**src/rtl/tube_event_readout.sv**
```systemverilog
// Drift-tube event readout: captures first-hit times in a window after a scintillator
// coincidence, then writes a framed event to the FIFO. Define ZERO_SUPPRESS_EN to skip unhit channels.
module tube_event_readout #(
  parameter int NCH       = 32,
  parameter int DATA_W    = 16,
  parameter int WINDOW    = 255,
  parameter int CLEAR_CYC = 11
) (
  input  logic              clk100,
  input  logic              rst,
  input  logic              scin_coin,
  input  logic [NCH-1:0]    tube_in,
  output logic [DATA_W-1:0] fifo_din,
  output logic              fifo_wr_en,
  input  logic              fifo_full,
  output logic              busy,
  output logic [15:0]       dropped
);
  localparam int TIME_W = DATA_W - 8;
  localparam int CIW    = (NCH > 1) ? $clog2(NCH) : 1;
  localparam int CCW    = $clog2(CLEAR_CYC + 1);

  typedef enum logic [2:0] {
    S_IDLE, S_WINDOW, S_HEADER, S_CHAN, S_TRAILER, S_CLEAR
  } state_t;

  state_t            state, state_nx;
  logic [2:0]        scin_sync;
  logic [NCH-1:0]    tube_s1, tube_s2, tube_s3;
  logic              scin_edge;
  logic [NCH-1:0]    tube_edge;
  logic [NCH-1:0]    hit;
  logic [TIME_W-1:0] hit_time [NCH];
  logic [TIME_W-1:0] tcnt;
  logic [DATA_W-3:0] evt_num, nhit;
  logic [CCW-1:0]    ccnt;
  logic [CIW-1:0]    cur;
  logic              pending, last_ch, no_hits;

  assign scin_edge = scin_sync[1] & ~scin_sync[2];
  assign tube_edge = tube_s2 & ~tube_s3;

`ifdef ZERO_SUPPRESS_EN
  // Lowest pending hit is always the current channel; emitted flags are cleared, so skips cost nothing.
  always_comb begin
    cur = '0;
    for (int c = NCH - 1; c >= 0; c--)
      if (hit[c]) cur = CIW'(c);
  end
  assign last_ch = ((hit & ~(NCH'(1) << cur)) == '0);
  assign no_hits = (hit == '0);
`else
  logic [CIW-1:0] ch;
  assign cur     = ch;
  assign last_ch = (ch == CIW'(NCH - 1));
  assign no_hits = 1'b0;
`endif

  always_comb begin
    state_nx = state;
    pending  = 1'b0;
    fifo_din = '0;
    unique case (state)
      S_IDLE:   if (scin_edge) state_nx = S_WINDOW;
      S_WINDOW: if (tcnt == TIME_W'(WINDOW - 1)) state_nx = S_HEADER;
      S_HEADER: begin
        pending  = 1'b1;
        fifo_din = {2'b10, evt_num};
        if (!fifo_full) state_nx = no_hits ? S_TRAILER : S_CHAN;
      end
      S_CHAN: begin
        pending  = 1'b1;
        fifo_din = {2'b01, 6'(cur), (hit[cur] ? hit_time[cur] : {TIME_W{1'b1}})};
        if (!fifo_full && last_ch) state_nx = S_TRAILER;
      end
      S_TRAILER: begin
        pending  = 1'b1;
        fifo_din = {2'b11, nhit};
        if (!fifo_full) state_nx = S_CLEAR;
      end
      S_CLEAR:  if (ccnt == CCW'(CLEAR_CYC - 1)) state_nx = S_IDLE;
      default:  state_nx = S_IDLE;
    endcase
  end

  assign fifo_wr_en = pending && !fifo_full;
  assign busy       = (state != S_IDLE);

  always_ff @(posedge clk100) begin
    if (rst) begin
      state     <= S_IDLE;
      scin_sync <= '0;
      tube_s1   <= '0;
      tube_s2   <= '0;
      tube_s3   <= '0;
      hit       <= '0;
      tcnt      <= '0;
      evt_num   <= '0;
      nhit      <= '0;
      ccnt      <= '0;
      dropped   <= '0;
`ifndef ZERO_SUPPRESS_EN
      ch        <= '0;
`endif
      for (int c = 0; c < NCH; c++) hit_time[c] <= '0;
    end else begin
      state     <= state_nx;
      scin_sync <= {scin_sync[1:0], scin_coin};
      tube_s1   <= tube_in;
      tube_s2   <= tube_s1;
      tube_s3   <= tube_s2;
      if (scin_edge && state != S_IDLE && dropped != 16'hFFFF)
        dropped <= dropped + 1'b1;
      // Bookkeeping per state; the write-phase states only move on an accepted word.
      unique case (state)
        S_IDLE: tcnt <= '0;
        S_WINDOW: begin
          tcnt <= tcnt + 1'b1;
          for (int c = 0; c < NCH; c++)
            if (tube_edge[c] && !hit[c]) begin
              hit[c]      <= 1'b1;
              hit_time[c] <= tcnt;
            end
        end
        S_HEADER: if (fifo_wr_en) begin
          evt_num <= evt_num + 1'b1;
`ifndef ZERO_SUPPRESS_EN
          ch      <= '0;
`endif
        end
        S_CHAN: if (fifo_wr_en) begin
          nhit <= nhit + 1'b1;
`ifdef ZERO_SUPPRESS_EN
          hit[cur] <= 1'b0;
`else
          ch <= ch + 1'b1;
`endif
        end
        S_TRAILER: if (fifo_wr_en) ccnt <= '0;
        S_CLEAR: begin
          ccnt <= ccnt + 1'b1;
          hit  <= '0;
          tcnt <= '0;
          nhit <= '0;
          for (int c = 0; c < NCH; c++) hit_time[c] <= '0;
        end
        default: ;
      endcase
    end
  end
endmodule

```
**config.mk**
```make
export PLATFORM = sky130hd
export DESIGN_NAME = tube_event_readout
export DESIGN_NICKNAME = d
export VERILOG_FILES = /design/src/rtl/tube_event_readout.sv
export SDC_FILE = /design/constraint.sdc
export NUM_CORES = 1
export LEC_CHECK = 0
export CAP_MARGIN = 20
export CORE_MARGIN = 8
export CORE_UTILIZATION = 37
export CTS_CLUSTER_SIZE = 16
export DETAILED_ROUTE_END_ITERATION = 8
export DONT_BUFFER_PORTS = 1
export PLACE_DENSITY = 0.47
export SLEW_MARGIN = 20
export SYNTH_ARGS = -nofsm -noshare
export SYNTH_HDL_FRONTEND = slang
export SYNTH_SLANG_ARGS = --single-unit
```
**constraint.sdc**
```tcl
create_clock -name clk100 -period 4.6 [get_ports clk100]
set_input_delay 0.92 -clock clk100 [delete_from_list [all_inputs] [get_ports clk100]]
set_output_delay 0.92 -clock clk100 [all_outputs]
set_load 0.03 [all_outputs]
```
# Word-level counts from Yosys, hierarchy flattened
# Memories as Yosys holds them, arrays and structs flattened. A register that Yosys moved wholly into a read port is not among the register bits.
# Index checks and enable logic that the tools add are counted.
# word_totals
ff_bits,195
ram_bits,256
in_bits,36
word_cells,536
memories,1
# classes
addsub,6
magnitude_cmp,1
n_eq_ne,50
mux,252
bitwise,68
reduce_logical,115
# memory_table
memory,words,width,read_ports,rd_ports_with_merged_regs,write_ports,line,text
hit_time,32,8,1,1,32,33,logic [TIME_W-1:0] hit_time [NCH];
# op_table
operator,n
$mux W8,65
$mux W1,167
$ne A2 B2 Y1 const B,41
$reduce_and A2 Y1,35
$or A1 B1 Y1,64
$pmux W32 S2,1
$pmux W16 S3,1
$logic_and A1 B1 Y1,36
$logic_not A1 Y1,33
$and A32 B32 Y32,1
$not A32 Y32,1
$add A14 B1 Y14 const B,2
$pmux W14 S2,1
$mux W5,4
$mux W3,6
$pmux W3 S6,1
$add A16 B1 Y16 const B,1
$ne A16 B16 Y1 const B,1
$pmux W8 S2,1
$mux W14,1
$pmux W5 S2,1
$reduce_bool A2 Y1,5
$add A8 B1 Y8 const B,1
$eq A8 B8 Y1 const B,1
19 further kinds,21

# Longest topological paths before layout
# depth
word_depth,9
depth_mapped,9
depth_no_buf,9

# Worst setup path before layout
# No wires, ideal clock.
# synth_path
path_kind,register to output
start,register with a tool-made name
end,output fifo_din[0]
arrival_ps,2124
required_time_ps,3680
path_slack_ps,1556
stages_incl_launch_ff,6
path_buffers,2
cell_sequence,dfxtp_1 buf_4 buf_2 mux4_2 mux4_2 a211o_1
# synth_rtl
element,line,text
end: declaration,13,"output logic [DATA_W-1:0] fifo_din,"

==> metrics.txt <==
Clock Sinks=456; hold crit path type=in2reg; Yosys top cell area share=35.45%; sequential area share after synthesis=56.20%; Clock Skews=0.009844 ns; period utilization=90.88%; mux contribution to synthesized area=15.22%; PortBufs=0; status=finished, final reports clean; Synth Area per Inst=10.79 um^2; largest net degree at the start of global routing=152; clock-pin slew on the worst setup and hold paths=0.06 ns; final antenna-violating net count=0; HPWL Detailed=33510 um; Root Buffer=clkbuf_16; Die ar.=57480 um^2; Ports=70; P per Cell Area=427.1 nW/um^2; largest family of logic cells by synthesized area=simple AND/OR/NAND/NOR gates; CTS buffer count=49; cts repair resizes=0; global-route wire length before repair=76000 um; number of remaining DRC errors=0; routed vias/inst=5.154; Max-Cap Viols=0; Synth Area in Compound Gates=5.525%; synth warn=0; layout cells sized above 1=11.78%; Crit path arrival time=3.26 ns; unrepaired setup endpoints after global routing=false; Yosys reg bits=456; worst-margin pin slew=1.130 ns; Final Max Slew Viols=0; Mapped Cells=1717; CTS max path bufs=3; Layout area overhead=13.22%; GPL Wtd Cong=0.7813; TritonRoute pass-1 iters=5; Max Fclk=239.2 MHz; Net count, final=1744; crit end category=primary output; initial antenna violation count=0; total power=0.008958 W; fin worst setup slack=0.4195 ns; Die Width=239.8 um; # setup viols final=0; Power Internal=0.006863 W; FP Rows=82; adder and majority cell fraction of the synthesized area=0.6079%; Hold Crit Depth=1; Slew HR=24.66%; Tot GR Track Use=17.38%; Initial Util=37.23%; DR iter-0 viols=991; core area=49760 um^2; Comb pwr share=6.5%; worst path required time=3.68 ns; clock latency on the worst-skew pair=0.58 ns; ant diodes=0; CTS tree=built; Switching Fraction=23.39%; Yosys cell types=52; syn nets=1762; simple-gate portion of the synthesized area=17.78%; vias in the first global route=12050; Synth Flop Type=dfxtp_1; via count of the routed design=12430; switching power total=0.002096 W; WL final=50000 um; WL/cell=20.73 um; hold buffers post-CTS=0; H-tree depth=2; Netlist Area Pre-Place=18520 um^2; grt ovf=0; Max VDD drop=246.2 uV; Final Hold Viols=0; Fin Setup TNS=0 ns; largest area contributor in the netlist=dfxtp_1; critical path launch point type=register; Tmin final=4.180 ns; ranking of synthesized cells by area=dfxtp_1, edfxtp_1, mux4_2, nor2_1, mux2i_1; clock share of power=45.4%; Flop pwr share=48.1%; Post-synth ARST share=0%; Die Y=239.8 um; EDFF count, synth=128; Max Fanout on Critical Path=35; XOR/XNOR share of the synthesized area=1.939%; Post-CTS Setup Repair Bufs=0; pre-CTS WS=1.011 ns; crit path kind=reg2out; Reg2Reg Depth=4; leakage=8.135 nW
[worst max-delay path, stage by stage (launching register included)]
cell     delay (ns)
dfxtp_4        0.68
buf_12         0.34
mux4_2         0.55
mux4_2         0.48
nand3_1        0.09
o21ai_1        0.08
a211o_1        0.42
[path summary, 6_finish.rpt]
kind | startpoint | endpoint | slack (ns)
min | rst | tube_s2[16] | 0.41
max reg2reg | state[1] | hit_time[10][4] | 1.67
min reg2reg | tube_s1[12] | tube_s2[12] | 0.43
max | register | fifo_din[1] | 0.42
[registers in the layout, summed over array words and instances, names as in the netlist, 14 cells and up, named ones only]
| signal | cells |
|---|---|
| hit_time | 256 |
| hit | 32 |
| tube_s1 | 32 |
| tube_s2 | 32 |
| tube_s3 | 32 |
| dropped | 16 |
| evt_num | 14 |
| nhit | 14 |
[cells by family after synthesis]
kind of cell,Yosys count
muxes,200
buffers and inverters,124
DFF,456
and+or+nand+nor,732
AOI/OAI and AO/OA,155
xor gates and xnor gates,41
adders and majority gates,9
[final cells by class]
| cell class | count | area, um^2 |
|---|---|---|
| clock buffer | 76 | 1491 |
| inverter | 7 | 26.28 |
| fill | 4822 | 28790 |
| tap | 672 | 840.8 |
| timing repair buffer | 48 | 385.4 |
| clock inverter | 16 | 183.9 |
| multi-input combinational | 1137 | 7630 |
| sequential | 456 | 10420 |
[placed cells by master (no fill, tap or decap), drive strengths merged, types with 5 or more instances in the layout]
| master | instances |
|---|---|
| a211o | 7 |
| a21oi | 45 |
| a22oi | 18 |
| a31oi | 5 |
| a32o | 16 |
| and2 | 12 |
| and3 | 11 |
| buf | 48 |
| clkbuf | 76 |
| clkinv | 11 |
| dfxtp | 328 |
| edfxtp | 128 |
| ha | 9 |
| inv | 8 |
| mux2i | 132 |
| mux4 | 65 |
| nand2 | 135 |
| nand2b | 8 |
| nand3 | 56 |
| nand4 | 12 |
| nor2 | 359 |
| nor2b | 107 |
| nor3 | 13 |
| o211ai | 5 |
| o21ai | 34 |
| or3 | 10 |
| xnor2 | 11 |
| xor2 | 30 |
[synth_stat cells (all sizes together), types with 13 or more instances]
master,instances
nand2,135
o21ai,34
dfxtp,328
nor2,359
edfxtp,128
nor3,13
clkbuf,93
a21oi,45
mux4,65
mux2i,132
nor2b,107
a22oi,18
nand3,56
buf,24
a32o,16
xor2,30
[layer usage]
| layer | share of wire, % | track usage [%] |
|---|---|---|
| met2 | 43 | 25.63 |
| met5 | 0 | 0 |
| met1 | 49 | 25.70 |
| met3 | 5.2 | 2.565 |
| met4 | 2.6 | 5.918 |
[per-stage QoR]
step	utilization [%]	hold WS, ns	area (um^2)	instances
after floorplan	-	0.4138	18520	1717
after global placement	38.78	0.4231	19300	2320
after detailed placement	38.78	0.4220	19300	2320
after CTS	42.15	0.3754	20970	2412
after global routing	42.15	0.3823	20970	2412
final	42.15	0.4090	20970	2412
[power groups by stage]
| stage | clock network [W] | logic (W) | registers (W) |
|---|---|---|---|
| after floorplan | 0 | 0.000439 | 0.00435 |
| after global placement | 0 | 0.000586 | 0.00440 |
| after detailed placement | 0 | 0.000592 | 0.00440 |
| after CTS | 0.00418 | 0.000594 | 0.00431 |
| after global routing | 0.00433 | 0.000634 | 0.00432 |
| final | 0.00406 | 0.000586 | 0.00431 |
No activity file was read; power rests on OpenSTA's default activity.
